**src/rtl/riscv_pkg.sv**
```systemverilog
// Shared definitions for the RISC-V pipeline.
//   NOP_INSTR     : canonical bubble instruction (addi x0, x0, 0)
//   fetch_state_t : fetch-stage request FSM states
//     REQ  - idle, may issue a request for PCF
//     WAIT - one request outstanding, waiting for ImemValid
//     HOLD - a fetched word is parked because decode could not take it
//     DROP - an outstanding response belongs to a squashed path; discard it
package riscv_pkg;

    localparam logic [31:0] NOP_INSTR = 32'h0000_0013;

    typedef enum logic [1:0] {
        REQ  = 2'd0,
        WAIT = 2'd1,
        HOLD = 2'd2,
        DROP = 2'd3
    } fetch_state_t;

endpackage

```
**src/rtl/flopenrc.sv**
```systemverilog
// Resettable, enabled, synchronously clearable register.
//   clk   : clock, rising edge
//   rst_n : asynchronous active-low reset, loads CLR_VAL
//   en    : load d when high
//   clr   : synchronous clear to CLR_VAL, wins over en
//   d     : next value
//   q     : registered value
module flopenrc #(
    parameter int               WIDTH   = 8,
    parameter logic [WIDTH-1:0] CLR_VAL = {WIDTH{1'b0}}
) (
    input  logic             clk,
    input  logic             rst_n,
    input  logic             en,
    input  logic             clr,
    input  logic [WIDTH-1:0] d,
    output logic [WIDTH-1:0] q
);

    logic [WIDTH-1:0] q_q;
    logic [WIDTH-1:0] q_d;

    // Next value: clear beats enable, otherwise hold.
    always_comb begin
        q_d = q_q;
        if (clr) begin
            q_d = CLR_VAL;
        end else if (en) begin
            q_d = d;
        end else begin
            q_d = q_q;
        end
    end

    // Storage element.
    always_ff @(posedge clk or negedge rst_n) begin
        if (!rst_n) begin
            q_q <= CLR_VAL;
        end else begin
            q_q <= q_d;
        end
    end

    assign q = q_q;

endmodule

```
**src/rtl/fetch_stage.sv**
```systemverilog
// Instruction-fetch stage: owns PCF, issues at most one outstanding request
// to a variable-latency instruction memory and fills the IF/ID register.
//   clk, reset            : clock; asynchronous active-low reset
//   StallF, StallD, FlushD: hazard unit controls
//   PCSrcE, PCTargetE     : redirect from Execute
//   ImemReq, ImemAddr     : request strobe/address (always accepted)
//   ImemValid, ImemRdata  : response strobe/word
//   InstrD, PCD, PCPlus4D, ValidD : IF/ID register contents
module fetch_stage
    import riscv_pkg::*;
#(
    parameter int              XLEN     = 32,
    parameter logic [XLEN-1:0] RESET_PC = {XLEN{1'b0}}
) (
    input  logic            clk,
    input  logic            reset,
    input  logic            StallF,
    input  logic            StallD,
    input  logic            FlushD,
    input  logic            PCSrcE,
    input  logic [XLEN-1:0] PCTargetE,
    output logic            ImemReq,
    output logic [XLEN-1:0] ImemAddr,
    input  logic            ImemValid,
    input  logic [31:0]     ImemRdata,
    output logic [31:0]     InstrD,
    output logic [XLEN-1:0] PCD,
    output logic [XLEN-1:0] PCPlus4D,
    output logic            ValidD
);

    localparam int              IFID_W  = 32 + XLEN + XLEN + 1;
    localparam logic [XLEN-1:0] PC_STEP = {{(XLEN-3){1'b0}}, 3'd4};
    localparam logic [IFID_W-1:0] IFID_BUBBLE =
        {NOP_INSTR, {XLEN{1'b0}}, {XLEN{1'b0}}, 1'b0};

    fetch_state_t      state_q, state_d;
    logic [XLEN-1:0]   pcf_q, pcf_d;
    logic [31:0]       hold_instr_q, hold_instr_d;
    logic              hold_valid_q, hold_valid_d;

    logic [XLEN-1:0]   pc_plus4_s;
    logic [XLEN-1:0]   pc_held_s;
    logic              accept_s;
    logic              hold_release_s;
    logic              imem_req_s;
    logic [XLEN-1:0]   imem_addr_s;
    logic [IFID_W-1:0] ifid_d_s;
    logic [IFID_W-1:0] ifid_q_s;

    // PCF is bumped when a word is captured, so a parked word sits at PCF-4.
    assign pc_plus4_s     = pcf_q + PC_STEP;
    assign pc_held_s      = pcf_q - PC_STEP;
    assign accept_s       = ImemValid && !StallD && !FlushD && !PCSrcE;
    assign hold_release_s = hold_valid_q && !StallD && !FlushD && !PCSrcE;

    // State, PC and hold-buffer registers.
    always_ff @(posedge clk or negedge reset) begin
        if (!reset) begin
            state_q      <= REQ;
            pcf_q        <= RESET_PC;
            hold_instr_q <= NOP_INSTR;
            hold_valid_q <= 1'b0;
        end else begin
            state_q      <= state_d;
            pcf_q        <= pcf_d;
            hold_instr_q <= hold_instr_d;
            hold_valid_q <= hold_valid_d;
        end
    end

    // Next-state, next-PC and hold-buffer logic; a redirect overrides all.
    always_comb begin
        state_d      = state_q;
        pcf_d        = pcf_q;
        hold_instr_d = hold_instr_q;
        hold_valid_d = hold_valid_q;
        case (state_q)
            REQ: begin
                if (PCSrcE) begin
                    pcf_d   = PCTargetE;
                    state_d = REQ;
                end else if (!StallF) begin
                    state_d = WAIT;
                end else begin
                    state_d = REQ;
                end
            end
            WAIT: begin
                if (PCSrcE) begin
                    pcf_d   = PCTargetE;
                    // A response still in flight belongs to the old path.
                    state_d = ImemValid ? REQ : DROP;
                end else if (ImemValid) begin
                    pcf_d = pc_plus4_s;
                    if (accept_s) begin
                        // Chained request keeps us in WAIT unless fetch is stalled.
                        state_d = StallF ? REQ : WAIT;
                    end else begin
                        hold_instr_d = ImemRdata;
                        hold_valid_d = 1'b1;
                        state_d      = HOLD;
                    end
                end else begin
                    state_d = WAIT;
                end
            end
            HOLD: begin
                if (PCSrcE) begin
                    pcf_d        = PCTargetE;
                    hold_valid_d = 1'b0;
                    state_d      = REQ;
                end else if (hold_release_s) begin
                    hold_valid_d = 1'b0;
                    state_d      = REQ;
                end else begin
                    state_d = HOLD;
                end
            end
            DROP: begin
                if (PCSrcE) begin
                    pcf_d = PCTargetE;
                end else begin
                    pcf_d = pcf_q;
                end
                // Once the stale response has arrived nothing is outstanding.
                state_d = ImemValid ? REQ : DROP;
            end
            default: begin
                state_d      = REQ;
                pcf_d        = RESET_PC;
                hold_valid_d = 1'b0;
            end
        endcase
    end

    // Request strobe/address and IF/ID load value.
    always_comb begin
        imem_req_s  = 1'b0;
        imem_addr_s = pcf_q;
        ifid_d_s    = IFID_BUBBLE;
        case (state_q)
            REQ: begin
                imem_req_s  = !StallF && !PCSrcE;
                imem_addr_s = pcf_q;
            end
            WAIT: begin
                if (accept_s) begin
                    ifid_d_s    = {ImemRdata, pcf_q, pc_plus4_s, 1'b1};
                    imem_req_s  = !StallF;
                    imem_addr_s = pc_plus4_s;
                end else begin
                    imem_req_s = 1'b0;
                end
            end
            HOLD: begin
                if (hold_release_s) begin
                    ifid_d_s = {hold_instr_q, pc_held_s, pcf_q, 1'b1};
                end else begin
                    ifid_d_s = IFID_BUBBLE;
                end
            end
            DROP: begin
                imem_req_s = 1'b0;
            end
            default: begin
                imem_req_s = 1'b0;
            end
        endcase
    end

    // No request may escape while reset is held.
    assign ImemReq  = imem_req_s && reset;
    assign ImemAddr = imem_addr_s;

    flopenrc #(
        .WIDTH   (IFID_W),
        .CLR_VAL (IFID_BUBBLE)
    ) u_ifid (
        .clk   (clk),
        .rst_n (reset),
        .en    (!StallD),
        .clr   (FlushD),
        .d     (ifid_d_s),
        .q     (ifid_q_s)
    );

    assign {InstrD, PCD, PCPlus4D, ValidD} = ifid_q_s;

endmodule

```
**config.mk**
```make
export PLATFORM = sky130hd
export DESIGN_NAME = fetch_stage
export DESIGN_NICKNAME = d
export VERILOG_FILES = /design/src/rtl/riscv_pkg.sv /design/src/rtl/flopenrc.sv /design/src/rtl/fetch_stage.sv
export SDC_FILE = /design/constraint.sdc
export NUM_CORES = 1
export LEC_CHECK = 0
export CAP_MARGIN = 10
export CORE_ASPECT_RATIO = 0.8
export CORE_UTILIZATION = 46
export DETAILED_ROUTE_END_ITERATION = 8
export GPL_TIMING_DRIVEN = 0
export MAX_ROUTING_LAYER = met4
export PLACE_DENSITY_LB_ADDON = 0.12
export RECOVER_POWER = 100
export SETUP_SLACK_MARGIN = 0.15
export SLEW_MARGIN = 30
export SYNTH_ARGS = -nofsm -noshare
export SYNTH_HDL_FRONTEND = slang
export SYNTH_SLANG_ARGS = --single-unit
```
**constraint.sdc**
```tcl
create_clock -name clk -period 2.3 [get_ports clk]
set_input_delay 0.345 -clock clk [delete_from_list [all_inputs] [get_ports clk]]
set_output_delay 0.345 -clock clk [all_outputs]
set_load 0.03 [all_outputs]
```
# --- Word-level counts from Yosys, hierarchy flattened ---
# Cells that the tools add are included.
word_totals:
  ff_bits: 164
  latch_bits: 0
  ram_bits: 0
  mem_bits_ro: 0
  inputBits: 71
  out_inout_bits: 130
  word_cells: 65
  memories: 0
classes:
  add_sub_neg: 2
  n_mul: 0
  n_div: 0
  order_cmp: 0
  n_eq_ne: 10
  n_shift: 0
  mux: 28
  bitwise: 2
  reduce_logical: 18
ops:
  columns: ["op", "count"]
  rows:
  - ["97-bit two-way mux", 4]
  - ["97-bit case mux with 2 select lines", 1]
  - ["32-bit two-way mux", 5]
  - ["32-bit case mux with 2 select lines", 1]
  - ["32-bit by 3-bit adder with 32-bit output (second input constant)", 1]
  - ["32-bit by 3-bit subtractor with 32-bit output (second input constant)", 1]
  - ["2-bit two-way mux", 6]
  - ["1-bit logical AND", 8]
  - ["1-bit two-way mux", 8]
  - ["2-bit case mux with 4 select lines", 1]
  - ["2-bit inequality test (second input constant)", 3]
  - ["3-bit inequality test (second input constant)", 2]
  - ["5-bit AND reduction", 1]
  - ["2-bit == test (second input constant)", 2]
  - ["1-bit logical NOT", 4]
  - ["2-bit by 1-bit inequality test with 1-bit output (second input constant)", 2]
  - ["1-bit case mux with 2 select lines", 2]
  - ["4-bit AND reduction", 1]
  - ["3-bit OR reduction", 1]
  - ["2-bit by 1-bit == test with 1-bit output (second input constant)", 1]
  - ["2-bit logical NOT", 1]
  - ["1-bit NOT", 2]
  - ["2-bit AND reduction", 1]
  - ["2-bit nonzero test", 1]

# --- Logic depth before layout (Yosys ltp) ---
logic_depth:
  ltp_word: 8
  ltp_mapped: 9
  mapped_depth_nobuf: 7

# --- Modules after synthesis ---
# A second synthesis with hierarchy kept.
hier_totals:
  cells_unflattened: 1107
  area_unflattened_um2: 9794.4
modules_own_cells:
  columns: ["mod", "instances", "cells_per_inst", "area_per_inst_um2", "seq_area_each_um2"]
  rows:
  - ["fetch_stage", 1, 794, 5864.4, 1680.4]
  - ["flopenrc", 1, 313, 3930.0, 2431.1]

# --- Least setup slack after synthesis ---
# OpenSTA, ideal clock, no wires.
synth_timing:
  path_kind: "register to output"
  from: "reg state_q[1]"
  to: "out ImemAddr[22]"
  arrival_ns: 2.447
  t_required_ns: 1.955
  path_slack_ns: -0.492
  stages_incl_launch_ff: 10
  path_buffers: 3
  cell_sequence: "dfrtp_1 inv_1 ha_1 clkbuf_1 nand3b_1 nor3_1 clkbuf_1 clkbuf_1 nand4_1 xnor2_1"
synth_between:
  elab_chain_cells: 2
synth_lines:
  columns: ["element", "line", "text"]
  rows:
  - ["start, declared", "fetch_stage.sv:37", "fetch_state_t state_q, state_d;"]
  - ["start signal, assigned", "fetch_stage.sv:65", "state_q <= state_d;"]
  - ["2-bit by 1-bit == test with 1-bit output", "fetch_stage.sv:142", "case (state_q)"]
  - ["32-bit two-way mux", "fetch_stage.sv:142", null]
  - ["end, declared", "fetch_stage.sv:23", "output logic [XLEN-1:0] ImemAddr,"]
# Every way passes these cells.

# --- Final worst setup path ---
layout_timing:
  from: "reg pcf_q[15]"
  to: "reg u_ifid.q_q[55], in the netlist u_ifid.q[55]"
layout_between:
  elab_chain_cells: 5
layout_lines:
  columns: ["element", "line", "text"]
  rows:
  - ["start, declared", "fetch_stage.sv:38", "logic [XLEN-1:0] pcf_q, pcf_d;"]
  - ["start signal, assigned", "fetch_stage.sv:66", "pcf_q <= pcf_d;"]
  - ["32-bit by 3-bit subtractor with 32-bit output", "fetch_stage.sv:53", "assign pc_held_s = pcf_q - PC_STEP;"]
  - ["97-bit two-way mux", "fetch_stage.sv:157", "if (hold_release_s) begin"]
  - ["97-bit case mux with 2 select lines", "fetch_stage.sv:142", null]
  - ["97-bit two-way mux", "flopenrc.sv:28", "end else if (en) begin"]
  - ["97-bit two-way mux", "flopenrc.sv:26", "if (clr) begin"]
  - ["end signal, assigned", "flopenrc.sv:40", "q_q <= q_d;"]
  - ["end, declared", "flopenrc.sv:20", "logic [WIDTH-1:0] q_q;"]
# Every way passes these cells. The select of a mux whose other input is x is not followed.
# A chain may end at the register's enable or synchronous reset.

==> key figures <==
Logic synthesis
  – Number of enable flip-flop cells after synthesis: 0
  – Dominant cells by area after synthesis: dfrtp_1, o21ai_0, nand2_1, mux2_2, clkbuf_1
  – Asr flop ratio synth: 100%
  – Register area share after synthesis: 45.6%
  – Synth area leader: dfrtp_1
  – Post-synth top cells: dfrtp_1, nand2_1, o21ai_0
  – Flops & latches, synth: 162
  – Cell count after synthesis: slightly below 1,000
  – Post-synth net total: approximately 1,100
  – Most common cell in the netlist: dfrtp_1
  – Synth Flop Type: dfrtp_1
  – Mean Syn Cell Area: a little over 9 um2
  – Synth Cell Area: slightly below 9000 um2
  – Share of the synthesized area in the top cell type: 43.8%
  – Synth cell types: 62
  – Ys Warns: 0

Worst setup path
  – Crit path kind: flip-flop to flip-flop
  – Critical path's most frequent cell: nand3_1
  – Crit-path max FO: 6
  – Worst EP arrival: 3.10 ns
  – CP startpoint kind: flip-flop
  – CP delay by family, top: simple AND/OR/NAND/NOR gates
  – Slowest stage cell, crit path: or4_1
  – Setup crit end kind: flip-flop
  – CP Buf/Inv Count: 2
  – Worst EP required: between 2 and 3 ns
  – Critical Path Max Stage Delay: 0.59 ns
  – CP cell instances: buf_6, buf_4, nor4_2, nand3_1, or4_1, nand3_1, or3b_1

STA
  – Count of pins over their slew limit: 0
  – Fmax: 358 MHz
  – Slew @ Worst Pin: 0.952 ns
  – Worst hold slack: -0.146 ns
  – Setup Viol. Count Final: 98
  – Endpoints failing hold: 76
  – Clk_skew: 0.0137 ns
  – Final worst setup slack: -0.491 ns
  – RSZ-0062 raised after global routing: yes
  – Crit path time final: 2.79 ns
  – Setup total negative slack: -18.40 ns
  – Worst rel slew slack: 36.5%
  – Fin crit share: 121%

Power
  – Maximum VDD drop: 542 uV
  – Pwr Density: around 550 nW/um2
  – Total Power: 7.85 mW
  – Pleak: a little over 6 nW

Cells and area
  – Area occupied by multi-input gates: 5480 um2
  – Non-Filler Instances: 1,583
  – FILL cells: 1,310
  – Layout area overhead: 60.3%
  – Layout cells sized above 1: 31.5%
  – Register area: 4070 um2
  – Final nets: 1,390

Global route
  – Met1 Usage GRT: between 40% and 50%
  – Number of global-route vias before repair: 9,124
  – Largest net degree at the start of global routing: 88
  – Total track usage: 35.8%
  – GRT busiest layer: met2
  – Met2 usage: between 50% and 60%
  – First-pass GRT wire length: around 52 mm
  – Grt ovf: 0
  – Antenna violations before repair: 1
  – Met3 Resource Use GR: 8.44%

Routing
  – Post-route ant nets: 0
  – Total wire length: 37.0 mm
  – Vias/cell: 6.38
  – Drt drc: 0
  – DRT Pass-1 Iters: 7
  – Initial DRC count: ~1,700
  – Vias post-DR: 10,100
  – WL per Instance: 23.4 um

Die
  – Die Ht: 126 um
  – Die W: ~160 um
  – Starting Density: 46.9%
  – Die Area: 19,900 um2
  – I/O pin cnt: 201
  – Row count: 45
  – Core Footprint: 19,000 um2

Clocking
  – Clk slew on worst S/H paths: 0.07 ns
  – Skew-Pair Late Insertion Delay: 0.45 ns
  – H-tree Lvls: 4
  – CTS tree: yes
  – Clock Tree Root: clkbuf_16
  – Clock tree buffer depth: 2
  – CTS Buf Count: 17
  – Clock Sinks: 162

Hold path
  – Tightest Hold Check Type: input port to async pin

Placed design
  – Final HPWL DP: 22.6 mm
  – Gpl congestion: roughly 0.99
  – I/O Buffers: 200
  – Dpl cells: 1,438
  – Setup WS pre-CTS: -1.49 ns

Run
  – Max-cap violation count: 0

Run status
  – Failing checks: negative hold slack, negative setup slack
  – Run status: finished, violations left
==> path summary, 6_finish.rpt <==
check                             start  depth (start not counted)  slack (ns)      endpoint
min in group clk              ImemValid                          2        0.41    state_q[0]
max reg2reg                   pcf_q[15]                          7       -0.49  u_ifid.q[55]
min reg2reg                u_ifid.q[92]                          2        0.47  u_ifid.q[92]
max                           pcf_q[15]                          7       -0.49  u_ifid.q[55]
min                               reset                          1       -0.15  u_ifid.q[88]
max in group asynchronous         reset                          2        1.50      pcf_q[9]
==> routing by layer <==
metal,vias to the layer above,wire length (um)
met1,4824,14300
met5,-,0
met2,872,16500
met3,169,4740
li1,4235,-
met4,0,1460
==> cell families after synthesis <==
| group | after synthesis | synth area share [%] |
|---|---|---|
| XOR/XNOR | 50 | 4.92 |
| adder cells (fa/ha/maj) | 8 | 1.12 |
| AND/OR/NAND/NOR | 365 | 20.2 |
| AO/OA/AOI/OAI | 252 | 18.5 |
| flip-flops | 162 | 45.6 |
| buffers and inverters | 104 | 4.86 |
| multiplexers | 38 | 4.76 |
==> through the flow <==
step | instance area (um2) | utilization (%)
2_1_floorplan | 9550 | -
3_3_place_gp | 11900 | 62.6
3_5_place_dp | 11900 | 62.7
4_1_cts | 13500 | 70.9
5_1_grt | 14300 | 75.3
6_report | 14300 | 75.3
==> repair_timing <==
item,in CTS,in global routing
gates cloned,1,1
setup endpoints to repair,185,167
buffers inserted,50,60
hold endpoints to repair,76,76
gates resized for setup,364,131
pin swaps,35,44
==> area by class of cell <==
cell class | instances | area share, %
antenna | 1 | 0.0175
multi-input combinational | 713 | 38.4
timing repair buffer | 313 | 21.4
buffer | 95 | 5.31
clock inverter | 15 | 0.973
clock buffer | 17 | 2.98
inverter | 9 | 0.263
tap | 258 | 2.26
sequential | 162 | 28.5
==> registers in the layout, indices dropped and copies added (netlist names) <==
| register | count |
|---|---|
| hold_instr_q | 32 |
| hold_valid_q | 1 |
| pcf_q | 32 |
| state_q | 2 |
| u_ifid.q | 95 |
==> layout by cell type (no fill, tap or decap), drive strengths merged, types with 4 or more instances in the layout <==
| master | netlist | routed |
|---|---|---|
| nor4 | 21 | 21 |
| or3b | 4 | 4 |
| a22oi | 35 | 35 |
| clkdlybuf4s50 | 0 | 118 |
| inv | 9 | 18 |
| and3 | 10 | 10 |
| clkbuf | 74 | 79 |
| a31oi | 8 | 8 |
| a221o | 13 | 13 |
| xor2 | 23 | 23 |
| and4 | 5 | 5 |
| nand4 | 24 | 24 |
| or2 | 4 | 4 |
| dfstp | 6 | 6 |
| dfrtp | 156 | 156 |
| nor3 | 31 | 31 |
| xnor2 | 27 | 27 |
| o21ai | 110 | 110 |
| ha | 8 | 8 |
| nand2 | 141 | 141 |
| nor2 | 48 | 48 |
| nand2b | 6 | 6 |
| clkinvlp | 0 | 5 |
| or3 | 9 | 9 |
| dlygate4sd3 | 0 | 46 |
| buf | 21 | 178 |
| nor3b | 6 | 6 |
| mux2 | 35 | 35 |
| a21oi | 25 | 25 |
| o211ai | 10 | 10 |
| and2 | 6 | 6 |
| or4 | 7 | 7 |
| nand3 | 34 | 34 |
| a22o | 9 | 9 |
| a32oi | 4 | 4 |
| o311ai | 18 | 18 |
==> power by group <==
part / leakage, nW / switching [mW] / internal (mW) / total, mW
Clock: 0.265 / 1.39 / 1.43 / 2.82
Sequential: 2.11 / 0.171 / 3.11 / 3.29
Combinational: 3.69 / 0.947 / 0.798 / 1.75
Total: 6.07 / 2.50 / 5.34 / 7.85
Note: power is estimated with default switching activity, not from simulation.
